### config.mk
export PLATFORM = sky130hd
export DESIGN_NAME = uart_rx_cfg
export DESIGN_NICKNAME = d
export VERILOG_FILES = /design/src/rtl/uart_pkg.sv /design/src/rtl/uart_baud_tick.sv /design/src/rtl/uart_rx_cfg.sv
export SDC_FILE = /design/constraint.sdc
export NUM_CORES = 1
export LEC_CHECK = 0
export ABC_AREA = 1
export BUFFER_PORTS_ARGS = -buffer_cell sky130_fd_sc_hd__buf_4
export CAP_MARGIN = 20
export CORE_UTILIZATION = 50
export DETAILED_ROUTE_END_ITERATION = 10
export GPL_ROUTABILITY_DRIVEN = 0
export PLACE_DENSITY_LB_ADDON = 0.25
export REMOVE_ABC_BUFFERS = 1
export SETUP_SLACK_MARGIN = 0.05
export SYNTH_ARGS = -nofsm -noshare
export SYNTH_HDL_FRONTEND = slang
export SYNTH_HIERARCHICAL = 1
export SYNTH_SLANG_ARGS = --single-unit
### constraint.sdc
create_clock -name clk -period 2.4 [get_ports clk]
set_input_delay 0 -clock clk [delete_from_list [all_inputs] [get_ports clk]]
set_output_delay 0 -clock clk [all_outputs]
set_load 0.05 [all_outputs]
### src/rtl/uart_pkg.sv
// Shared definitions for the configurable UART blocks: receiver FSM encoding,
// parity-mode constants and small helper functions.
package uart_pkg;

  typedef enum logic [2:0] {
    ST_IDLE   = 3'd0,
    ST_START  = 3'd1,
    ST_DATA   = 3'd2,
    ST_PARITY = 3'd3,
    ST_STOP   = 3'd4,
    ST_DONE   = 3'd5
  } rx_state_e;

  localparam int PARITY_NONE = 32'sd0;
  localparam int PARITY_EVEN = 32'sd1;
  localparam int PARITY_ODD  = 32'sd2;

  // Cycles per bit, rounded to the nearest integer.
  function automatic int CLK_DIV_FROM(input int clk_hz, input int baud);
    return (clk_hz + (baud / 32'sd2)) / baud;
  endfunction

  // Parity bit a transmitter sends for this data (unused upper bits must be 0).
  function automatic logic parity_expected(input logic [8:0] data, input int mode);
    logic p;
    p = ^data;
    return (mode == PARITY_ODD) ? ~p : p;
  endfunction

endpackage

### src/rtl/uart_baud_tick.sv
// Bit-period counter: counts 0..CLK_DIV-1 and flags the half-bit and
// full-bit points. restart_i holds/forces the count to zero.
module uart_baud_tick #(
  parameter int CLK_DIV = 868
) (
  input  logic clk_i,
  input  logic rst_i,
  input  logic restart_i,
  output logic half_tick_o,
  output logic full_tick_o
);

  localparam int CNT_W = (CLK_DIV > 1) ? $clog2(CLK_DIV) : 1;
  localparam logic [CNT_W-1:0] HALF_M1 = CNT_W'(CLK_DIV / 2 - 1);
  localparam logic [CNT_W-1:0] FULL_M1 = CNT_W'(CLK_DIV - 1);

  logic [CNT_W-1:0] cnt_q;
  logic [CNT_W-1:0] cnt_d;

  assign half_tick_o = (cnt_q == HALF_M1);
  assign full_tick_o = (cnt_q == FULL_M1);

  // Next count: restart, wrap at the end of a bit, otherwise increment.
  always_comb begin
    cnt_d = cnt_q;
    if (restart_i) begin
      cnt_d = '0;
    end else if (full_tick_o) begin
      cnt_d = '0;
    end else begin
      cnt_d = cnt_q + CNT_W'(1);
    end
  end

  // Counter register.
  always_ff @(posedge clk_i) begin
    if (rst_i) begin
      cnt_q <= '0;
    end else begin
      cnt_q <= cnt_d;
    end
  end

endmodule

### src/rtl/uart_rx_cfg.sv
// Configurable UART receiver: synchronised input, false-start rejection,
// optional parity, 1 or 2 stop bits, and a valid/ready output register that
// reports framing, parity and overrun errors.
module uart_rx_cfg
  import uart_pkg::*;
#(
  parameter int CLK_DIV     = 868,
  parameter int DATA_BITS   = 8,
  parameter int PARITY_MODE = 0,
  parameter int STOP_BITS   = 1
) (
  input  logic                 clk,
  input  logic                 rst,
  input  logic                 uart_rx,
  output logic [DATA_BITS-1:0] rx_data,
  output logic                 rx_valid,
  input  logic                 rx_ready,
  output logic                 rx_frame_err,
  output logic                 rx_parity_err,
  output logic                 rx_overrun,
  output logic                 rx_busy
);

  localparam logic [3:0] LAST_BIT   = 4'(DATA_BITS - 1);
  localparam logic       LAST_STOP  = (STOP_BITS == 2) ? 1'b1 : 1'b0;
  localparam logic       HAS_PARITY = (PARITY_MODE != PARITY_NONE) ? 1'b1 : 1'b0;

  // Synchroniser and sampled line.
  logic sync1_q;
  logic sync2_q;
  logic rx_s;

  // Frame assembly state.
  rx_state_e            state_q, state_d;
  logic [3:0]           bit_idx_q, bit_idx_d;
  logic                 stop_idx_q, stop_idx_d;
  logic [DATA_BITS-1:0] shreg_q, shreg_d;
  logic                 par_err_q, par_err_d;
  logic                 frm_err_q, frm_err_d;
  logic                 seen_high_q, seen_high_d;

  // Output register.
  logic [DATA_BITS-1:0] data_q, data_d;
  logic                 valid_q, valid_d;
  logic                 ferr_q, ferr_d;
  logic                 perr_q, perr_d;
  logic                 ovr_q, ovr_d;
  logic                 busy_q, busy_d;

  logic restart_s;
  logic half_tick_s;
  logic full_tick_s;

  assign rx_s          = sync2_q;
  assign rx_data       = data_q;
  assign rx_valid      = valid_q;
  assign rx_frame_err  = ferr_q;
  assign rx_parity_err = perr_q;
  assign rx_overrun    = ovr_q;
  assign rx_busy       = busy_q;

  uart_baud_tick #(
    .CLK_DIV(CLK_DIV)
  ) u_baud (
    .clk_i      (clk),
    .rst_i      (rst),
    .restart_i  (restart_s),
    .half_tick_o(half_tick_s),
    .full_tick_o(full_tick_s)
  );

  // Two-flop synchroniser for the asynchronous line; resets to idle-high.
  always_ff @(posedge clk) begin
    if (rst) begin
      sync1_q <= 1'b1;
      sync2_q <= 1'b1;
    end else begin
      sync1_q <= uart_rx;
      sync2_q <= sync1_q;
    end
  end

  // Frame FSM: next state, sampling and error accumulation.
  always_comb begin
    state_d     = state_q;
    bit_idx_d   = bit_idx_q;
    stop_idx_d  = stop_idx_q;
    shreg_d     = shreg_q;
    par_err_d   = par_err_q;
    frm_err_d   = frm_err_q;
    seen_high_d = seen_high_q;
    restart_s   = 1'b0;
    case (state_q)
      ST_IDLE: begin
        restart_s = 1'b1;
        if (rx_s) begin
          seen_high_d = 1'b1;
        end else if (seen_high_q) begin
          // A start is only accepted once the line has been idle-high,
          // so a held-low break does not retrigger frames.
          state_d     = ST_START;
          seen_high_d = 1'b0;
          par_err_d   = 1'b0;
          frm_err_d   = 1'b0;
        end else begin
          seen_high_d = seen_high_q;
        end
      end
      ST_START: begin
        if (half_tick_s) begin
          restart_s = 1'b1;
          if (rx_s) begin
            state_d = ST_IDLE;
          end else begin
            state_d   = ST_DATA;
            bit_idx_d = 4'd0;
          end
        end else begin
          state_d = ST_START;
        end
      end
      ST_DATA: begin
        if (full_tick_s) begin
          shreg_d = {rx_s, shreg_q[DATA_BITS-1:1]};
          if (bit_idx_q == LAST_BIT) begin
            state_d    = HAS_PARITY ? ST_PARITY : ST_STOP;
            stop_idx_d = 1'b0;
          end else begin
            bit_idx_d = bit_idx_q + 4'd1;
          end
        end else begin
          state_d = ST_DATA;
        end
      end
      ST_PARITY: begin
        if (full_tick_s) begin
          par_err_d  = (rx_s != parity_expected(9'(shreg_q), PARITY_MODE));
          state_d    = ST_STOP;
          stop_idx_d = 1'b0;
        end else begin
          state_d = ST_PARITY;
        end
      end
      ST_STOP: begin
        if (full_tick_s) begin
          if (!rx_s) begin
            frm_err_d = 1'b1;
          end else begin
            frm_err_d = frm_err_q;
          end
          if (stop_idx_q == LAST_STOP) begin
            state_d = ST_DONE;
          end else begin
            stop_idx_d = 1'b1;
          end
        end else begin
          state_d = ST_STOP;
        end
      end
      ST_DONE: begin
        restart_s = 1'b1;
        state_d   = ST_IDLE;
      end
      default: begin
        restart_s = 1'b1;
        state_d   = ST_IDLE;
      end
    endcase
  end

  // Frame FSM registers.
  always_ff @(posedge clk) begin
    if (rst) begin
      state_q     <= ST_IDLE;
      bit_idx_q   <= 4'd0;
      stop_idx_q  <= 1'b0;
      shreg_q     <= '0;
      par_err_q   <= 1'b0;
      frm_err_q   <= 1'b0;
      seen_high_q <= 1'b0;
    end else begin
      state_q     <= state_d;
      bit_idx_q   <= bit_idx_d;
      stop_idx_q  <= stop_idx_d;
      shreg_q     <= shreg_d;
      par_err_q   <= par_err_d;
      frm_err_q   <= frm_err_d;
      seen_high_q <= seen_high_d;
    end
  end

  // Output register: hand off completed words, flag drops when the consumer stalls.
  always_comb begin
    data_d = data_q;
    ferr_d = ferr_q;
    perr_d = perr_q;
    ovr_d  = 1'b0;
    if (valid_q && rx_ready) begin
      valid_d = 1'b0;
    end else begin
      valid_d = valid_q;
    end
    if (state_q == ST_DONE) begin
      if (!valid_q || rx_ready) begin
        data_d  = shreg_q;
        ferr_d  = frm_err_q;
        perr_d  = par_err_q;
        valid_d = 1'b1;
      end else begin
        ovr_d = 1'b1;
      end
    end else begin
      ovr_d = 1'b0;
    end
    busy_d = (state_d != ST_IDLE);
  end

  // Output registers.
  always_ff @(posedge clk) begin
    if (rst) begin
      data_q  <= '0;
      valid_q <= 1'b0;
      ferr_q  <= 1'b0;
      perr_q  <= 1'b0;
      ovr_q   <= 1'b0;
      busy_q  <= 1'b0;
    end else begin
      data_q  <= data_d;
      valid_q <= valid_d;
      ferr_q  <= ferr_d;
      perr_q  <= perr_d;
      ovr_q   <= ovr_d;
      busy_q  <= busy_d;
    end
  end

endmodule
# Word level (Yosys, flattened, before mapping)
# Cells that the tools add are included.
# classes
n_addsub	2
mul	0
div_mod_pow	0
order_cmp	0
n_eq_ne	19
shifts	0
muxes	35
n_bitwise	1
reduce_logical	19
# op_table
operator	n
$mux W3	8
$ne A2 B2 Y1 const B	10
$mux W1	16
$mux W4	4
$pmux W3 S5	1
$reduce_and A5 Y1	3
$add A10 B1 Y10 const B	1
$eq A10 B10 Y1 const B	1
$eq A10 B9 Y1 const B	1
$reduce_xor A9 Y1	1
$pmux W4 S2	1
$eq A3 B2 Y1 const B	2
$eq A3 B3 Y1 const B	2
$pmux W1 S2	3
$reduce_bool A2 Y1	3
$reduce_bool A3 Y1	2
$reduce_or A3 Y1	2
$add A4 B1 Y4 const B	1
$eq A4 B3 Y1 const B	1
$reduce_and A2 Y1	2
$reduce_and A4 Y1	1
$eq A3 B1 Y1 const B	1
$logic_not A3 Y1	1
$pmux W1 S3	1
7 further kinds	7
# word_totals
ff_bits	44
latch_bits	0
ram_bits	0
rom_bits	0
input_bits	4
out_inout_bits	13
n_memories	0

# Logic depth before layout (Yosys ltp)
# depth
word_depth	5
depth_mapped	12

# Hierarchy
# The synthesis kept the hierarchy.
# modules_own_cells
mod	n_inst	cells_per_inst	area_each_um2	seq_area_each_um2
uart_rx_cfg	1	217	1575.3	660.6
uart_baud_tick	1	79	516.7	200.2

# Least setup slack after synthesis
# OpenSTA, ideal clock, no wires.
# synth_path
path_type	reg-to-reg
startpoint	register u_baud.cnt_q[0]
endpoint	register bit_idx_q[0]
arrival_time_ps	1580
t_required_ps	2284
path_slack_ps	704
stages_incl_launch_ff	12
period_less_slack_ps	1696
path_cell_list	dfxtp_1 > ha_1 > nand2_1 > nor2_1 > nand3_1 > inv_1 > inv_1 > nor2_8 > inv_2 > o21ai_2 > o21ai_0 > o211a_1
# synth_between
elab_chain_cells	3
word_cells_on_any_way	5
classes_between	eq/ne (4); reduce/logical (1)
# synth_lines
item	line	rtl
from (decl)	uart_baud_tick.sv:17	logic [CNT_W-1:0] cnt_q;
from (signal assigned)	uart_baud_tick.sv:40	cnt_q <= cnt_d;
$eq A10 B10 Y1	uart_baud_tick.sv:21	assign full_tick_o = (cnt_q == FULL_M1);
named net full_tick_s	uart_rx_cfg.sv:52	logic full_tick_s;
$ne A2 B2 Y1 (no source line)	-	
$reduce_and A5 Y1 (no source line)	-	
to (signal assigned)	uart_rx_cfg.sv:183	bit_idx_q <= bit_idx_d;
to (decl)	uart_rx_cfg.sv:35	logic [3:0] bit_idx_q, bit_idx_d;
# The timed path passes the listed nets, and every way through them passes these cells.
# A chain may end at the register's enable or synchronous reset.

# Final worst setup path
# Same ends and word-level chain as after synthesis.

==> out/results.tsv <==
metric	value	unit
end_kind	register	
hold_viol	0	
finalClockSkew	0.00920	ns
drive_above_1_share	14.4	%
drc_errors	0	
path_common_cell	inv_1	
ctsHtreeMaxLevel	2	
die_y	66.7	um
slowest_delay	0.40	ns
tns	0	ns
cts_root_buffer	clkbuf_8	
n_fill_cell	381	
die_area	0.00445	mm2
whs_path_depth	4	
yosys_warnings	6	
vdd_drop_max	0.345	mV
syn_area_per_cell	7.07	um2
grt_use_met1	22.0	%
maxSlewViolCount	0	
viasPerCell	4.96	
wl_per_cell	11.0	um
dp_hpwl	2.92	mm
seq_area_frac_synth	41.1	%
r2r_start	u_baud/cnt_q[0]	
gr-total-overflow	0	
start_util	52.3	%
status	finished clean	
clk-insertion-delay-late	0.30	ns
routed_wl	4.06	mm
finalSetupViolCount	0	
antenna_cells	0	
drtAntennaViolNets	0	
synth_largest_area_cell	dfxtp_1	
grt_start_max_net_pins	26	
yosysMostFrequentCell	nand2_1	
rows	23	
core_region_area	0.00400	mm2
finalCritPeriodShare	81.1	%
rsz0062_at_grt	false	
min_period	1.95	ns
drt_pass1_iterations	4	
min_to	rx_overrun	
syn_area	0.00209	mm2
synth.top_cells.by_area	dfxtp_1 41%, nand2_1 11%, nor2_1 7.5%	
grt_pass1_wl	6.39	mm
cts_buffers	5	
grt_pass1_vias	1539	
ios	17	
reg2regPathDepth	11	
port_buffers	16	
global_route.usage.total	19.3	%
slew_headroom	56.8	%
synthFlopType	dfxtp_1	
synth_edf_count	0	
power.density	550	mW/mm2
vias	1831	
p_leak	1.06	nW
antenna_found_initial	0	
min-delay-start	rx_ready	
area_growth	14.2	%
synth_top_cell_area_share	41.1	%
worst_r2r_endpoint	bit_idx_q[0]	
die_w	66.7	um
cts_tree	yes	
synth-async-reset-ratio	0	%
startpoint_type	register	
met3_usage	4.11	%
tightest_slew	0.647	ns
cp.arrival	2.14	ns
r2r_slack	0.45	ns
criticalPathCategory	reg2reg	
synth_cell_types	36	
worstPathRequired	2.60	ns
holdCritPathClass	in2reg	
drv_cap	0	
crit_slowest_cell	dfxtp_1	
setup_ws	0.454	ns
critPathMaxFanout	19	
clk_path_buf_depth	2	
synth_seq_cells	43	
pre_cts_slack	0.471	ns
cts_resized	0	
maxClockFrequency	514	MHz
crit_chain	ha_1 > nand2_1 > nor2_1 > nand3_1 > inv_1 > inv_1 > nor2_8 > inv_2 > o21ai_2 > o21ai_0 > o211a_1	
synthTopCellsByCount	63 x nand2_1, 43 x dfxtp_1, 42 x nor2_1	
top_usage_layer	met2	
num-nets-final	325	
clock-sinks	43	
grt_use_met2	33.5	%
synth_cells	296	
dr.first_iter.drc_count	110	
path_clk_slew	0.09	ns
## sequential cells by signal (all words and copies together) (netlist names)
signal	cells
bit_idx_q	4
frm_err_q	1
par_err_q	1
rx_busy	1
rx_data	8
rx_frame_err	1
rx_overrun	1
rx_parity_err	1
rx_s	1
rx_valid	1
seen_high_q	1
shreg_q	8
state_q	3
sync1_q	1
u_baud/cnt_q	10
## per-stage QoR
| step | hold WS (ns) | power [mW] | util [%] | area (um2) | std cells |
|---|---|---|---|---|---|
| global placement | 0.189 | 0.765 | 56.2 | 2250 | 358 |
| detailed placement | 0.189 | 0.765 | 56.2 | 2250 | 358 |
| CTS | 0.00685 | 1.33 | 59.7 | 2390 | 369 |
| floorplan | 0.0691 | 0.753 | - | 2060 | 292 |
| finish | 0.00638 | 1.32 | 59.7 | 2390 | 369 |
| global route | 0.0380 | 1.36 | 59.7 | 2390 | 369 |
## worst max path at each step
stage | start | to | slack, ns | depth (start not counted)
2_1_floorplan | u_baud/cnt_q[0] | bit_idx_q[0] | 0.65 | 11
3_3_place_gp | u_baud/cnt_q[0] | bit_idx_q[0] | 0.54 | 11
3_5_place_dp | u_baud/cnt_q[0] | bit_idx_q[0] | 0.47 | 11
4_1_cts | u_baud/cnt_q[0] | bit_idx_q[0] | 0.45 | 11
5_1_grt | u_baud/cnt_q[0] | bit_idx_q[0] | 0.25 | 11
6_report | u_baud/cnt_q[0] | bit_idx_q[0] | 0.45 | 11
## kinds of logic after synthesis
group / synth area share (%)
XOR/XNOR: 1.67
flip-flops: 41.1
buffers and inverters: 9.21
AND/OR/NAND/NOR: 32.3
AO/OA/AOI/OAI: 13.9
adder cells (fa/ha/maj): 1.79
## repair_timing
| item | CTS | global route |
|---|---|---|
| hold buffers | 3 | 0 |
| endpoints found under the hold margin | 6 | 0 |
| setup buffers | 0 | 0 |
## placed cells by master, fill, tap and decap left out, types with 6 or more instances in the layout
master	count
dfxtp_1	43
a21oi_1	22
buf_4	16
inv_2	6
o21ai_0	22
nand2_1	63
nor2_1	42
nand3_1	16
inv_1	38
nor3_1	7
## power breakdown
group / switching, mW / internal, mW
Clock: 0.254 / 0.310
Combinational: 0.0180 / 0.0127
Sequential: 0.00373 / 0.717
## per-layer routing
metal	share of wire, %	routed length [um]	up-vias
li1	-	-	992
met1	46	1870	815
met2	50	2030	20
met3	2.6	107	4
met4	1.4	55	0
met5	0	0	-
## critical path: cells and delay by family, from the launching register on
kind                     cells  cell delay [ns]
buffers and inverters        3             0.28
adder cells (fa/ha/maj)      1             0.23
AO/OA/AOI/OAI                3             0.40
flip-flops                   1             0.40
AND/OR/NAND/NOR              4             0.52
## cell type report
class / instances / area [um2] / share of cell area [%]
clock buffers: 5 / 68.8 / 2.88
repair buffers: 19 / 150 / 6.28
flip-flops and latches: 43 / 861 / 36.0
inverters: 44 / 165 / 6.91
clock inverters: 3 / 43.8 / 1.83
well taps: 50 / 62.6 / 2.62
multi-input cells: 205 / 1040 / 43.5
No activity file was read; power rests on OpenSTA's default activity.
